$ cat config.mk
export PLATFORM = sky130hd
export DESIGN_NAME = arduino_tx_flat
export DESIGN_NICKNAME = d
export VERILOG_FILES = /design/src/rtl/arduino_tx_if.sv /design/src/rtl/arduino_tx.sv /design/src/flat_wrapper.sv
export SDC_FILE = /design/constraint.sdc
export NUM_CORES = 1
export LEC_CHECK = 0
export CORE_MARGIN = 2
export CORE_UTILIZATION = 48
export CTS_CLUSTER_SIZE = 28
export DETAILED_ROUTE_END_ITERATION = 10
export MAX_ROUTING_LAYER = met4
export PLACE_DENSITY = 0.75
export REMOVE_ABC_BUFFERS = 1
export SYNTH_ARGS = -nofsm -noshare
export SYNTH_HDL_FRONTEND = slang
export SYNTH_SLANG_ARGS = --single-unit
$ cat constraint.sdc
create_clock -name clock -period 2.1 [get_ports clock]
set_clock_uncertainty 0.2 [all_clocks]
set_input_delay 0.525 -clock clock [delete_from_list [all_inputs] [get_ports clock]]
set_output_delay 0.525 -clock clock [all_outputs]
set_load 0.02 [all_outputs]
$ cat src/rtl/arduino_tx_if.sv
// Bus between the game logic and the Arduino serial transmitter.
// send acts as valid: a word transfers on a rising clock edge with send && ready; send while ready=0 is dropped.
interface arduino_tx_if #(
  parameter int DATA_WIDTH = 16
);
  logic                  send;
  logic [DATA_WIDTH-1:0] data;
  logic                  ready;
  logic                  arduinoClockOut;
  logic                  arduinoData;
  logic                  arduinoFrame;
  logic [2:0]            fsm_state;

  modport master (
    output send, data,
    input  ready, arduinoClockOut, arduinoData, arduinoFrame, fsm_state
  );

  modport slave (
    input  send, data,
    output ready, arduinoClockOut, arduinoData, arduinoFrame, fsm_state
  );
endinterface

$ cat src/rtl/arduino_tx.sv
// FPGA-to-Arduino three-wire serial transmitter: START slot, MSB-first data slots, optional parity slot, GAP slot.
// Define ARDUINO_TX_PARITY_EN to append an even-parity slot after the LSB.
module arduino_tx #(
  parameter int DATA_WIDTH = 16,
  parameter int CLK_DIV    = 10
) (
  input  logic        clock,
  input  logic        reset,
  arduino_tx_if.slave bus
);
  localparam int CW = (CLK_DIV > 1) ? $clog2(CLK_DIV) : 1;
  localparam int BW = (DATA_WIDTH > 1) ? $clog2(DATA_WIDTH) : 1;

  typedef enum logic [2:0] {
    IDLE   = 3'd0,
    START  = 3'd1,
    SHIFT  = 3'd2,
    GAP    = 3'd3
`ifdef ARDUINO_TX_PARITY_EN
    , PARITY = 3'd4
`endif
  } state_t;

  state_t                state;
  logic [CW-1:0]         cnt;
  logic                  half;
  logic [BW-1:0]         bit_idx;
  logic [DATA_WIDTH-1:0] shreg;
  logic                  ready;
  logic                  sclk;
  logic                  sdata;
  logic                  frame;
  logic                  tick;
  logic                  clocked_slot;
`ifdef ARDUINO_TX_PARITY_EN
  logic                  parity;
`endif

  assign tick = (cnt == CW'(CLK_DIV - 1));
`ifdef ARDUINO_TX_PARITY_EN
  assign clocked_slot = (state == SHIFT) || (state == PARITY);
`else
  assign clocked_slot = (state == SHIFT);
`endif

  always_ff @(posedge clock or posedge reset) begin
    if (reset) begin
      state   <= IDLE;
      cnt     <= '0;
      half    <= 1'b0;
      bit_idx <= '0;
      shreg   <= '0;
      ready   <= 1'b1;
      sclk    <= 1'b0;
      sdata   <= 1'b0;
      frame   <= 1'b0;
`ifdef ARDUINO_TX_PARITY_EN
      parity  <= 1'b0;
`endif
    end else if (state == IDLE) begin
      cnt  <= '0;
      half <= 1'b0;
      if (bus.send) begin
        shreg <= bus.data;
        state <= START;
        ready <= 1'b0;
        frame <= 1'b1;
`ifdef ARDUINO_TX_PARITY_EN
        parity <= ^bus.data;
`endif
      end
    end else if (!tick) begin
      cnt <= cnt + CW'(1);
    end else begin
      cnt <= '0;
      if (!half) begin
        // START and GAP keep the serial clock low for both halves
        half <= 1'b1;
        sclk <= clocked_slot;
      end else begin
        half <= 1'b0;
        sclk <= 1'b0;
        case (state)
          START: begin
            state   <= SHIFT;
            bit_idx <= BW'(DATA_WIDTH - 1);
            sdata   <= shreg[DATA_WIDTH-1];
            shreg   <= shreg << 1;
          end
          SHIFT: begin
            if (bit_idx == '0) begin
`ifdef ARDUINO_TX_PARITY_EN
              state <= PARITY;
              sdata <= parity;
`else
              state <= GAP;
              sdata <= 1'b0;
              frame <= 1'b0;
`endif
            end else begin
              bit_idx <= bit_idx - BW'(1);
              sdata   <= shreg[DATA_WIDTH-1];
              shreg   <= shreg << 1;
            end
          end
`ifdef ARDUINO_TX_PARITY_EN
          PARITY: begin
            state <= GAP;
            sdata <= 1'b0;
            frame <= 1'b0;
          end
`endif
          GAP: begin
            state <= IDLE;
            ready <= 1'b1;
          end
          default: state <= IDLE;
        endcase
      end
    end
  end

  assign bus.ready           = ready;
  assign bus.arduinoClockOut = sclk;
  assign bus.arduinoData     = sdata;
  assign bus.arduinoFrame    = frame;
  assign bus.fsm_state       = state;
endmodule

$ cat src/flat_wrapper.sv
// flat-port wrapper written by rule: the top's interface ports become plain ports
module arduino_tx_flat 
#(
  parameter int DATA_WIDTH = 16,
  parameter int CLK_DIV    = 10
)
  (clock, reset, bus_send, bus_data, bus_ready, bus_arduinoClockOut, bus_arduinoData, bus_arduinoFrame, bus_fsm_state);
  arduino_tx_if #(.DATA_WIDTH(DATA_WIDTH)) bus_i ();
  input  logic clock;
  input  logic reset;
  input wire logic [$bits(bus_i.send)-1:0] bus_send;
  input wire logic [$bits(bus_i.data)-1:0] bus_data;
  output wire logic [$bits(bus_i.ready)-1:0] bus_ready;
  output wire logic [$bits(bus_i.arduinoClockOut)-1:0] bus_arduinoClockOut;
  output wire logic [$bits(bus_i.arduinoData)-1:0] bus_arduinoData;
  output wire logic [$bits(bus_i.arduinoFrame)-1:0] bus_arduinoFrame;
  output wire logic [$bits(bus_i.fsm_state)-1:0] bus_fsm_state;
  assign bus_i.send = bus_send;
  assign bus_i.data = bus_data;
  assign bus_ready = bus_i.ready;
  assign bus_arduinoClockOut = bus_i.arduinoClockOut;
  assign bus_arduinoData = bus_i.arduinoData;
  assign bus_arduinoFrame = bus_i.arduinoFrame;
  assign bus_fsm_state = bus_i.fsm_state;
  arduino_tx #(.DATA_WIDTH(DATA_WIDTH), .CLK_DIV(CLK_DIV)) u_core (.clock(clock), .reset(reset), .bus(bus_i));
endmodule
==> metrics.txt, run 1 <==
# TYPE chip_impl_metric gauge
chip_impl_metric{name="gp_routability_congestion",unit=""} 0.876
chip_impl_metric{name="arrival",unit="ps"} 2130
chip_impl_metric{name="wl",unit="um"} 3400
chip_impl_metric{name="cap_viol_max_count",unit=""} 0
chip_impl_metric{name="timing_hold_violations_final",unit=""} 0
chip_impl_metric{name="antenna_cells_inserted",unit=""} 0
chip_impl_info{name="holdPathEnd",value="u_core.cnt[0]"} 1
chip_impl_metric{name="cts-root-to-sink-buffers",unit=""} 2
chip_impl_metric{name="holdPathStages",unit=""} 1
chip_impl_metric{name="gr-total-overflow",unit=""} 0
chip_impl_info{name="startpoint_class",value="flip-flop"} 1
chip_impl_metric{name="ys_warn_count",unit=""} 0
chip_impl_metric{name="maxClockFrequency",unit="MHz"} 478
chip_impl_info{name="cells_along_the_critical_path",value="inv_1, ha_1, or3b_4, mux2i_4, a21boi_4, buf_12, mux2_4"} 1
chip_impl_metric{name="n_fill_cell",unit=""} 252
chip_impl_metric{name="synthArstFlopShare",unit=""} 1.00
chip_impl_metric{name="synth_enable_flop_cells",unit=""} 0
chip_impl_metric{name="place_ws",unit="ps"} -146
chip_impl_metric{name="route.antenna.remaining_nets",unit=""} 0
chip_impl_metric{name="buffer_ports.inserted",unit=""} 24
chip_impl_metric{name="netlist-cell-type-count",unit=""} 37
chip_impl_metric{name="synthXorXnorAreaFrac",unit=""} 0.0101
chip_impl_info{name="synth_top_family_by_area",value="multiplexers"} 1
chip_impl_metric{name="cp.buffers_inverters",unit=""} 2
chip_impl_info{name="grt_setup_unrepaired",value="true"} 1
chip_impl_info{name="status",value="completed"} 1
chip_impl_metric{name="synthesis.instances",unit=""} 139
chip_impl_metric{name="final.setup.worst_slack",unit="ps"} 6.94
chip_impl_metric{name="final.min_clock_period",unit="ps"} 2090
chip_impl_info{name="tritoncts",value="built"} 1
chip_impl_info{name="crit_slowest_cell",value="sky130_fd_sc_hd__or3b_4"} 1
chip_impl_metric{name="grt_pass1_vias",unit=""} 1217
chip_impl_metric{name="synth_fa_ha_area_frac",unit=""} 0.0579
chip_impl_metric{name="grt_first_pass_wirelength",unit="um"} 5610
chip_impl_metric{name="timing.final.max_slew_violations",unit=""} 0
chip_impl_metric{name="die_area",unit="sq um"} 4100
chip_impl_metric{name="floorplan.initialDensity",unit=""} 0.510
chip_impl_metric{name="largest_net_degree_at_the_start_of_global_routing",unit=""} 32
chip_impl_metric{name="die_width",unit="um"} 64.0
chip_impl_metric{name="io-pin-count",unit=""} 26
chip_impl_metric{name="critical_path.max_stage_delay",unit="ps"} 420
chip_impl_metric{name="synthesized_cell_area",unit="sq um"} 1730
chip_impl_metric{name="post_route_cells_drive_above_1_share",unit=""} 0.380
chip_impl_metric{name="clk_latency",unit="ps"} 340
chip_impl_metric{name="post_synthesis_simple_gate_area_fraction",unit=""} 0.0962
chip_impl_info{name="hold_class",value="flip-flop to flip-flop"} 1
chip_impl_metric{name="worst_setup_hold_path_clk_slew",unit="ps"} 100
chip_impl_metric{name="tritoncts_num_sinks",unit=""} 31
chip_impl_info{name="cpLargestDelayFamily",value="multiplexers"} 1
chip_impl_metric{name="endpoints_failing_setup",unit=""} 0
chip_impl_metric{name="ir_worst_vdd",unit="V"} 0.000611
chip_impl_metric{name="grt_util_all_layers",unit=""} 0.188
chip_impl_info{name="setup.worst_path.end_class",value="flip-flop"} 1
chip_impl_metric{name="detail_route.drc_violations",unit=""} 0
chip_impl_metric{name="firstDrtPassIters",unit=""} 4
chip_impl_metric{name="compound_gate_portion_of_the_synthesized_area",unit=""} 0.0868
chip_impl_metric{name="drtIter0Drc",unit=""} 41
chip_impl_metric{name="worst-r2r-setup-slack",unit="ps"} 7
chip_impl_metric{name="cp.required",unit="ps"} 2130
chip_impl_metric{name="cts_inserted_buffers",unit=""} 5
chip_impl_metric{name="synth-seq-cells",unit=""} 31
chip_impl_info{name="rr_startpoint",value="u_core.bit_idx[1]"} 1
chip_impl_metric{name="p_total",unit="mW"} 2.81
chip_impl_metric{name="power.leakage",unit="nW"} 1.02
chip_impl_metric{name="synth.mux.area_fraction",unit=""} 0.255
chip_impl_metric{name="setup_total_negative_slack",unit="ps"} 0
chip_impl_info{name="clock_tree.root_cell",value="sky130_fd_sc_hd__clkbuf_4"} 1
chip_impl_metric{name="path_max_fanout",unit=""} 15
chip_impl_info{name="critPathKind",value="flip-flop to flip-flop"} 1
chip_impl_metric{name="placementRows",unit=""} 21
chip_impl_metric{name="dp_hpwl",unit="um"} 2450
chip_impl_info{name="r2r_end",value="u_core.shreg[9]"} 1
chip_impl_metric{name="routed_wire_length_per_instance",unit="um"} 14.8
chip_impl_metric{name="fin_nets",unit=""} 210
chip_impl_metric{name="fp.coreArea",unit="sq um"} 3390
chip_impl_metric{name="floorplan.die.height",unit="um"} 64.0
chip_impl_metric{name="sequential_cell_area_fraction_in_the_yosys_report",unit=""} 0.449
chip_impl_info{name="worst_hold_launch",value="u_core.cnt[0]"} 1
chip_impl_metric{name="detail_route.vias_per_cell",unit=""} 5.31
chip_impl_metric{name="antenna_found_initial",unit=""} 0
chip_impl_metric{name="reg2regPathDepth",unit=""} 7
chip_impl_metric{name="vias",unit=""} 1221
chip_impl_metric{name="area_overhead_vs_synth",unit="%"} 30.0
chip_impl_metric{name="clock_tree.htree_level_count",unit=""} 2
chip_impl_metric{name="cts_hold_fix_bufs",unit=""} 0
chip_impl_metric{name="layout_worst_path_cycle_share",unit=""} 0.997
chip_impl_info{name="synthFlopType",value="sky130_fd_sc_hd__dfrtp_1"} 1
chip_impl_metric{name="post_synth.cell_area_avg",unit="sq um"} 12.4
chip_impl_metric{name="timing.hold.ws",unit="ps"} 300
chip_impl_metric{name="pwr_density_cell",unit="nW/um^2"} 1250
-- area by class of cell --
cell class	instances	area, sq um	share of cell area
Timing Repair Buffer	42	397	0.177
Tap cell	46	57.6	0.0256
Inverter	9	33.8	0.0150
Clock buffer	6	51.3	0.0228
Clock inverter	2	35.0	0.0156
Sequential cell	31	777	0.346
Multi-Input combinational cell	94	896	0.399
-- worst max-delay path by stage --
stage | start | to | cells past startpoint
after detailed placement | bus_send | u_core.shreg[3] | 6
after floorplan | u_core.bus.fsm_state[0] | u_core.bit_idx[1] | 6
after global routing | u_core.bit_idx[1] | u_core.shreg[9] | 7
final | u_core.bit_idx[1] | u_core.shreg[9] | 7
after CTS | u_core.bit_idx[1] | u_core.shreg[9] | 7
after global placement | bus_send | u_core.shreg[4] | 6
-- registers in the layout, summed over array words and instances (netlist names) --
register                    cells
u_core.bus.ready                1
u_core.half                     1
u_core.cnt                      4
u_core.bus.arduinoClockOut      1
u_core.shreg                   16
u_core.bit_idx                  4
u_core.bus.arduinoData          1
u_core.bus.arduinoFrame         1
u_core.bus.fsm_state            2
-- routing by layer --
layer / routed length (um) / share of wire / global-route usage / up-vias
li1: - / - / - / 591
met4: 95 / 0.028 / 0.0897 / 0
met2: 1700 / 0.50 / 0.302 / 22
met3: 117 / 0.034 / 0.0528 / 10
met5: 0 / 0 / - / -
met1: 1490 / 0.44 / 0.217 / 598
-- layout by cell type, fill, tap and decap left out, types with 2 or more instances in the layout --
| cell type | netlist | routed |
|---|---|---|
| sky130_fd_sc_hd__dfrtp_1 | 30 | 30 |
| sky130_fd_sc_hd__mux2_2 | 23 | 23 |
| sky130_fd_sc_hd__clkdlybuf4s50_1 | 0 | 21 |
| sky130_fd_sc_hd__buf_4 | 1 | 16 |
| sky130_fd_sc_hd__mux2_4 | 10 | 10 |
| sky130_fd_sc_hd__inv_1 | 9 | 9 |
| sky130_fd_sc_hd__ha_1 | 8 | 7 |
| sky130_fd_sc_hd__nor2_1 | 6 | 6 |
| sky130_fd_sc_hd__nand2_1 | 5 | 5 |
| sky130_fd_sc_hd__nand3_1 | 5 | 5 |
| sky130_fd_sc_hd__clkbuf_4 | 0 | 5 |
| sky130_fd_sc_hd__a21oi_1 | 5 | 4 |
| sky130_fd_sc_hd__nor3_1 | 4 | 4 |
| sky130_fd_sc_hd__nor3b_1 | 3 | 3 |
| sky130_fd_sc_hd__dlygate4sd2_1 | 0 | 3 |
| sky130_fd_sc_hd__o221a_2 | 2 | 2 |
| sky130_fd_sc_hd__xnor2_1 | 2 | 2 |
| sky130_fd_sc_hd__o21ai_0 | 2 | 2 |
| sky130_fd_sc_hd__buf_12 | 1 | 2 |
-- report_power, final --
| part | leakage (nW) | total (mW) | internal, mW | switching, mW |
|---|---|---|---|---|
| registers | 0.397 | 0.996 | 0.833 | 0.163 |
| logic | 0.579 | 1.32 | 0.753 | 0.568 |
| clock network | 0.0482 | 0.495 | 0.281 | 0.214 |
-- metrics by stage --
stage,util,instances,cell area (sq um)
after floorplan,-,134,1690
after global placement,0.632,221,2140
after detailed placement,0.632,221,2140
after CTS,0.657,229,2230
after global routing,0.663,230,2250
final,0.663,230,2250
-- what timing repair did --
item / CTS / global route
gates cloned: 0 / 0
buffers inserted: 0 / 1
gates resized for setup: 4 / 2
setup endpoints to repair: 7 / 16
-- cell usage after synthesis (2+ instances only) --
cell | count | area (sq um)
sky130_fd_sc_hd__o221a_2 | 2 | 22.5
sky130_fd_sc_hd__nor2_1 | 6 | 22.5
sky130_fd_sc_hd__o21ai_0 | 2 | 10.0
sky130_fd_sc_hd__inv_1 | 9 | 33.8
sky130_fd_sc_hd__ha_1 | 8 | 100
sky130_fd_sc_hd__a21oi_1 | 5 | 25.0
sky130_fd_sc_hd__nand2_1 | 5 | 18.8
sky130_fd_sc_hd__nand3_1 | 5 | 25.0
sky130_fd_sc_hd__nor3b_1 | 3 | 22.5
sky130_fd_sc_hd__xnor2_1 | 2 | 17.5
sky130_fd_sc_hd__mux2_4 | 10 | 150
sky130_fd_sc_hd__mux2_2 | 23 | 259
sky130_fd_sc_hd__nor3_1 | 4 | 20.0
sky130_fd_sc_hd__dfrtp_1 | 30 | 751
sky130_fd_sc_hd__clkbuf_1 | 3 | 11.3
-- cell families after synthesis --
| family | after synthesis |
|---|---|
| mux | 35 |
| flops | 31 |
| other cells | 1 |
| xor+xnor | 2 |
| compound gates | 19 |
| simple gates | 29 |
| fa+ha+maj | 8 |
| buf+inv | 14 |
Note: power is estimated with default switching activity, not from simulation.
==> inputs of run 2 (changes only) <==
--- a/config.mk
+++ b/config.mk
@@ -7,7 +7,6 @@
 export LEC_CHECK = 0
 export CORE_MARGIN = 2
 export CORE_UTILIZATION = 48
-export CTS_CLUSTER_SIZE = 28
 export DETAILED_ROUTE_END_ITERATION = 10
 export MAX_ROUTING_LAYER = met4
 export PLACE_DENSITY = 0.75
==> results of run 2 <==
Same layout as run 1: the final DEF is identical, and so are final timing and power.
